File: config.mk
export PLATFORM = sky130hd
export DESIGN_NAME = gate_tt_bist
export DESIGN_NICKNAME = d
export VERILOG_FILES = /design/src/rtl/gate_tt_bist.sv
export SDC_FILE = /design/constraint.sdc
export NUM_CORES = 1
export LEC_CHECK = 0
export ABC_AREA = 0
export CORE_MARGIN = 2
export CORE_UTILIZATION = 34
export DETAILED_ROUTE_END_ITERATION = 6
export PLACE_DENSITY = 0.58
export SLEW_MARGIN = 10
export SYNTH_ARGS = -nofsm -noshare
export SYNTH_HDL_FRONTEND = slang
export SYNTH_SLANG_ARGS = --single-unit
File: constraint.sdc
create_clock -name clk -period 3 [get_ports clk]
set_input_delay 0.75 -clock clk [delete_from_list [all_inputs] [get_ports clk]]
set_output_delay 0.75 -clock clk [all_outputs]
set_load 0.05 [all_outputs]
File: src/rtl/gate_tt_bist.sv
// gate_tt_bist: self-test sequencer for one 2-input combinational gate.
// It walks {a,b} through 00,01,10,11 and lets each vector settle for SETTLE cycles.
// It then samples the gate output and compares it against the EXP_TT truth table.
// It reports pass/fail, the mismatch count and the index of the first failing vector.
// Optional feature macro: GATE_TT_BIST_RESP_EN adds resp_tt, the captured response per vector.
module gate_tt_bist #(
  parameter logic [3:0]  EXP_TT = 4'b1110,
  parameter int unsigned SETTLE = 2
) (
  input  logic       clk,
  input  logic       rst_n,
  input  logic       start,
  output logic       dut_a,
  output logic       dut_b,
  input  logic       dut_y,
  output logic       busy,
  output logic       done,
  output logic       pass,
  output logic [2:0] err_count,
`ifdef GATE_TT_BIST_RESP_EN
  output logic [3:0] resp_tt,
`endif
  output logic [1:0] fail_idx
);

  typedef enum logic [2:0] {
    IDLE,
    DRIVE,
    WAIT,
    SAMPLE,
    FIN
  } state_t;

  localparam logic [3:0] SETTLE_CNT = SETTLE[3:0];

  state_t     state_q, state_d;
  logic [1:0] idx_q, idx_d;
  logic [3:0] cnt_q, cnt_d;
  logic       dutA_q, dutA_d;
  logic       dutB_q, dutB_d;
  logic       busy_q, busy_d;
  logic       done_q, done_d;
  logic       pass_q, pass_d;
  logic [2:0] errCount_q, errCount_d;
  logic [1:0] failIdx_q, failIdx_d;
`ifdef GATE_TT_BIST_RESP_EN
  logic [3:0] resp_q, resp_d;
`endif

  // State and result registers; reset aborts a run immediately with no done pulse
  always_ff @(posedge clk or negedge rst_n) begin
    if (!rst_n) begin
      state_q    <= IDLE;
      idx_q      <= 2'd0;
      cnt_q      <= 4'd0;
      dutA_q     <= 1'b0;
      dutB_q     <= 1'b0;
      busy_q     <= 1'b0;
      done_q     <= 1'b0;
      pass_q     <= 1'b0;
      errCount_q <= 3'd0;
      failIdx_q  <= 2'd0;
`ifdef GATE_TT_BIST_RESP_EN
      resp_q     <= 4'd0;
`endif
    end else begin
      state_q    <= state_d;
      idx_q      <= idx_d;
      cnt_q      <= cnt_d;
      dutA_q     <= dutA_d;
      dutB_q     <= dutB_d;
      busy_q     <= busy_d;
      done_q     <= done_d;
      pass_q     <= pass_d;
      errCount_q <= errCount_d;
      failIdx_q  <= failIdx_d;
`ifdef GATE_TT_BIST_RESP_EN
      resp_q     <= resp_d;
`endif
    end
  end

  // Next-state logic: vector sequencing, settle countdown, and response compare in SAMPLE only
  always_comb begin
    state_d    = state_q;
    idx_d      = idx_q;
    cnt_d      = cnt_q;
    dutA_d     = dutA_q;
    dutB_d     = dutB_q;
    busy_d     = busy_q;
    done_d     = 1'b0;
    pass_d     = pass_q;
    errCount_d = errCount_q;
    failIdx_d  = failIdx_q;
`ifdef GATE_TT_BIST_RESP_EN
    resp_d     = resp_q;
`endif
    case (state_q)
      IDLE: begin
        if (start) begin
          state_d    = DRIVE;
          idx_d      = 2'd0;
          dutA_d     = 1'b0;
          dutB_d     = 1'b0;
          busy_d     = 1'b1;
          pass_d     = 1'b0;
          errCount_d = 3'd0;
          failIdx_d  = 2'd0;
`ifdef GATE_TT_BIST_RESP_EN
          resp_d     = 4'd0;
`endif
        end
      end
      DRIVE: begin
        cnt_d   = SETTLE_CNT;
        state_d = (SETTLE_CNT == 4'd0) ? SAMPLE : WAIT;
      end
      WAIT: begin
        cnt_d = cnt_q - 4'd1;
        if (cnt_q <= 4'd1) begin
          state_d = SAMPLE;
        end
      end
      SAMPLE: begin
        if (dut_y !== EXP_TT[idx_q]) begin
          errCount_d = errCount_q + 3'd1;
          if (errCount_q == 3'd0) begin
            failIdx_d = idx_q;
          end
        end
`ifdef GATE_TT_BIST_RESP_EN
        resp_d[idx_q] = dut_y;
`endif
        if (idx_q == 2'd3) begin
          state_d = FIN;
        end else begin
          idx_d   = idx_q + 2'd1;
          dutA_d  = idx_d[1];
          dutB_d  = idx_d[0];
          state_d = DRIVE;
        end
      end
      FIN: begin
        done_d  = 1'b1;
        busy_d  = 1'b0;
        pass_d  = (errCount_q == 3'd0);
        dutA_d  = 1'b0;
        dutB_d  = 1'b0;
        state_d = IDLE;
      end
      default: begin
        state_d = IDLE;
      end
    endcase
  end

  assign dut_a     = dutA_q;
  assign dut_b     = dutB_q;
  assign busy      = busy_q;
  assign done      = done_q;
  assign pass      = pass_q;
  assign err_count = errCount_q;
  assign fail_idx  = failIdx_q;
`ifdef GATE_TT_BIST_RESP_EN
  assign resp_tt   = resp_q;
`endif

endmodule
==> insert_results.sql <==
INSERT INTO impl_metrics (metric_group, metric, value, unit) VALUES
('logic_synthesis', 'synthAdderAreaFrac', '7.25', '%'),
('timing', 'timing.final.crit_share', '76.2', '%'),
('die', 'coreArea', '2980', 'um2'),
('logic_synthesis', 'synth_flop_cell', 'sky130_fd_sc_hd__dfrtp_1', ''),
('die', 'die-area', '3500', 'um2'),
('detailed_routing', 'drc', '0', ''),
('worst_setup_path', 'timing_worst_setup_path_type', 'reg -> out', ''),
('timing', 'rsz0062_at_grt', 'false', ''),
('die', 'rows', '20', ''),
('timing', 'setup_total_negative_slack', '0', 'ns'),
('die', 'initial_utilization', '34.8', '%'),
('logic_synthesis', 'fraction_of_registers_with_async_set_reset', '100', '%'),
('die', 'die_height', '59.2', 'um'),
('finish', 'area_delta_synth_final', '17.4', '%'),
('worst_setup_path', 'timing.critical_path.slowest_stage_cell', 'sky130_fd_sc_hd__clkdlybuf4s50_1', ''),
('logic_synthesis', 'post_synth_num_cell_types', '38', ''),
('timing', 'post_layout_minimum_cycle_time', '2.29', 'ns'),
('power_and_ir_drop', 'power_leakage', '0.000549', 'uW'),
('power_and_ir_drop', 'power', '1240', 'uW'),
('worst_setup_path', 'cp_num_buf_inv', '1', ''),
('finish', 'nFillCells', '285', ''),
('timing', 'clock-skew-final', '0.00839', 'ns'),
('clock_tree', 'clk_pin_slew_worst_setup_hold_paths', '0.11', 'ns'),
('clock_tree', 'clk_root_buffer_cell', 'sky130_fd_sc_hd__clkbuf_4', ''),
('clock_tree', 'worst_skew_pair.late_latency', '0.29', 'ns'),
('logic_synthesis', 'postSynthCellCount', '94', ''),
('logic_synthesis', 'muxShareOfSynthArea', '5.80', '%'),
('clock_tree', 'cts_buffers', '3', ''),
('timing', 'maxClockFrequency', '437', 'MHz'),
('finish', 'nets', '119', ''),
('placement', 'io_buffers', '13', ''),
('timing', 'pins_over_slew_limit', '0', ''),
('outcome', 'run_status', 'finished clean', ''),
('detailed_routing', 'antenna_violating_nets_post_route', '0', ''),
('worst_setup_path', 'worst_path_dominant_cell_family', 'buffers and inverters', ''),
('logic_synthesis', 'synth-seq-cells', '19', ''),
('detailed_routing', 'wl_per_cell', '14.3', 'um'),
('clock_tree', 'cts_sinks', '19', ''),
('power_and_ir_drop', 'pwr_density_cell', '1020', 'nW/um2'),
('finish', 'final_layout_size_suffix_gt1_share', '10.2', '%'),
('logic_synthesis', 'synth_top_family_by_area', 'simple AND/OR/NAND/NOR gates', ''),
('timing', 'slew_headroom', '41.8', '%'),
('logic_synthesis', 'synth_simple_gate_area_share', '19.9', '%'),
('worst_setup_path', 'cp.required', '2.25', 'ns'),
('detailed_routing', 'drt-vias-per-instance', '5.33', ''),
('power_and_ir_drop', 'vdd.ir_drop.worst', '0.000352', 'V'),
('logic_synthesis', 'synth.net_count', '104', ''),
('worst_setup_path', 'maximum_fanout_count_along_the_critical_path', '4', ''),
('logic_synthesis', 'area_of_the_mapped_netlist', '1040', 'um2'),
('worst_setup_path', 'timing.critical_path.cells', 'clkdlybuf4s50_1', ''),
('worst_setup_path', 'setup.worst_path.start_class', 'flop', ''),
('clock_tree', 'cts_max_level', '1', ''),
('logic_synthesis', 'synth_compound_gate_area_share', '14.5', '%'),
('clock_tree', 'tritoncts', 'done', ''),
('logic_synthesis', 'synth_sequential_area_ratio', '45.9', '%'),
('global_route', 'grt_pass1_wl', '3550', 'um'),
('logic_synthesis', 'yosys_warnings', '0', ''),
('global_route', 'grt_antenna_before_repair', '0', ''),
('clock_tree', 'cts_setup_buffers', '0', ''),
('logic_synthesis', 'synth-edff-count', '0', ''),
('job', 'maxCapViolations', '0', ''),
('logic_synthesis', 'postSynthAreaPerCell', '11.0', 'um2'),
('timing', 'worst_slew_pin_slew', '0.870', 'ns'),
('clock_tree', 'post_cts_resize_count', '0', ''),
('finish', 'antenna_cells', '0', ''),
('global_route', 'pin_count_of_the_biggest_net_entering_global_routing', '20', ''),
('timing', 'final_setup_vio_count', '0', ''),
('die', 'die-width', '59.2', 'um'),
('worst_setup_path', 'largest_incremental_delay_on_the_critical_path', '0.82', 'ns'),
('global_route', 'gr-total-overflow', '0', ''),
('clock_tree', 'hold_buffers', '0', '');
==> cell usage in the layout (no fill, tap or decap), drive strengths merged, types with 2 or more instances in the layout <==
cell type      Yosys  routed
inv                9       9
or3                2       2
o21ai              9       9
nor4b              3       3
and2               2       2
nand2              5       5
nor2               4       4
clkdlybuf4s50      0      13
a21oi              3       3
a31o               2       2
ha                 6       6
dfrtp             19      19
nand2b             2       2
clkbuf             0       4
or4b               2       2
mux2i              6       6
==> final timing paths <==
kind                                          start                endpoint  slack [ns]  depth (start not counted)
min in group asynchronous                     rst_n        pass$_DFFE_PN0P_        0.94                          1
setup reg to reg             state_q[1]$_DFFE_PN0P_  state_q[0]$_DFFE_PN0P_        1.29                          3
max in group asynchronous                     rst_n    cnt_q[1]$_DFFE_PN0P_        1.52                          1
hold / removal                     pass$_DFFE_PN0P_        pass$_DFFE_PN0P_        0.51                          1
setup / recovery           err_count[2]$_DFFE_PN0P_            err_count[2]        0.71                          1
hold reg to reg                    pass$_DFFE_PN0P_        pass$_DFFE_PN0P_        0.51                          1
==> final cells by class <==
class / count / area, um2 / area share, %
repair buffers: 13 / 130 / 10.7
well taps: 33 / 41.3 / 3.40
multi-input cells: 63 / 509 / 41.9
clock buffers: 4 / 26.3 / 2.16
inverters: 9 / 33.8 / 2.78
flip-flops and latches: 19 / 475 / 39.1
==> metal layers <==
layer	up-vias	GRT usage (%)	wire length, um
met2	13	23.5	985
met3	2	3.49	63
met4	0	4.22	18
met5	-	0	0
met1	368	16.0	942
li1	368	-	-
==> cell usage after synthesis (2+ instances only) <==
cell type,n,area share (%)
sky130_fd_sc_hd__o21ai_1,2,0.97
sky130_fd_sc_hd__buf_2,2,0.97
sky130_fd_sc_hd__inv_1,9,3.3
sky130_fd_sc_hd__o21ai_0,6,2.9
sky130_fd_sc_hd__nor2_1,4,1.4
sky130_fd_sc_hd__ha_1,6,7.2
sky130_fd_sc_hd__nand2b_1,2,1.2
sky130_fd_sc_hd__mux2i_1,6,5.8
sky130_fd_sc_hd__nand2_1,5,1.8
sky130_fd_sc_hd__or3_1,2,1.2
sky130_fd_sc_hd__a21oi_1,3,1.4
sky130_fd_sc_hd__and2_1,2,1.2
sky130_fd_sc_hd__dfrtp_1,19,46
sky130_fd_sc_hd__nor4b_2,2,2.9
==> metrics by stage <==
stage | utilization [%] | hold WS, ns | area [um2] | cells | worst slack, ns
floorplan | - | 0.454 | 1040 | 94 | 1.41
global placement | 40.0 | 0.489 | 1190 | 137 | 0.863
detailed placement | 40.0 | 0.490 | 1190 | 137 | 0.835
CTS | 40.8 | 0.517 | 1220 | 141 | 0.703
global route | 40.8 | 0.540 | 1220 | 141 | 0.665
finish | 40.8 | 0.507 | 1220 | 141 | 0.713
==> logic make-up after synthesis <==
kind of cell | after synthesis
flops | 19
simple gates | 28
compound gates | 21
mux | 6
fa+ha+maj | 6
buf+inv | 12
xor+xnor | 2
==> report_power, final <==
group          switching, uW  leakage (uW)  internal, uW  total (uW)
sequential               124      0.000244           343         467
combinational            368      0.000290           274         642
clock                   76.9     0.0000150          51.7         129
total                    569      0.000549           670        1240
==> flip-flops by register name, summed over array words and instances, names as in the netlist <==
signal,cells
busy,1
cnt_q,4
done,1
dut_a,1
dut_b,1
err_count,3
fail_idx,2
idx_q,2
pass,1
state_q,3
Power figures use the tool's default switching activity.
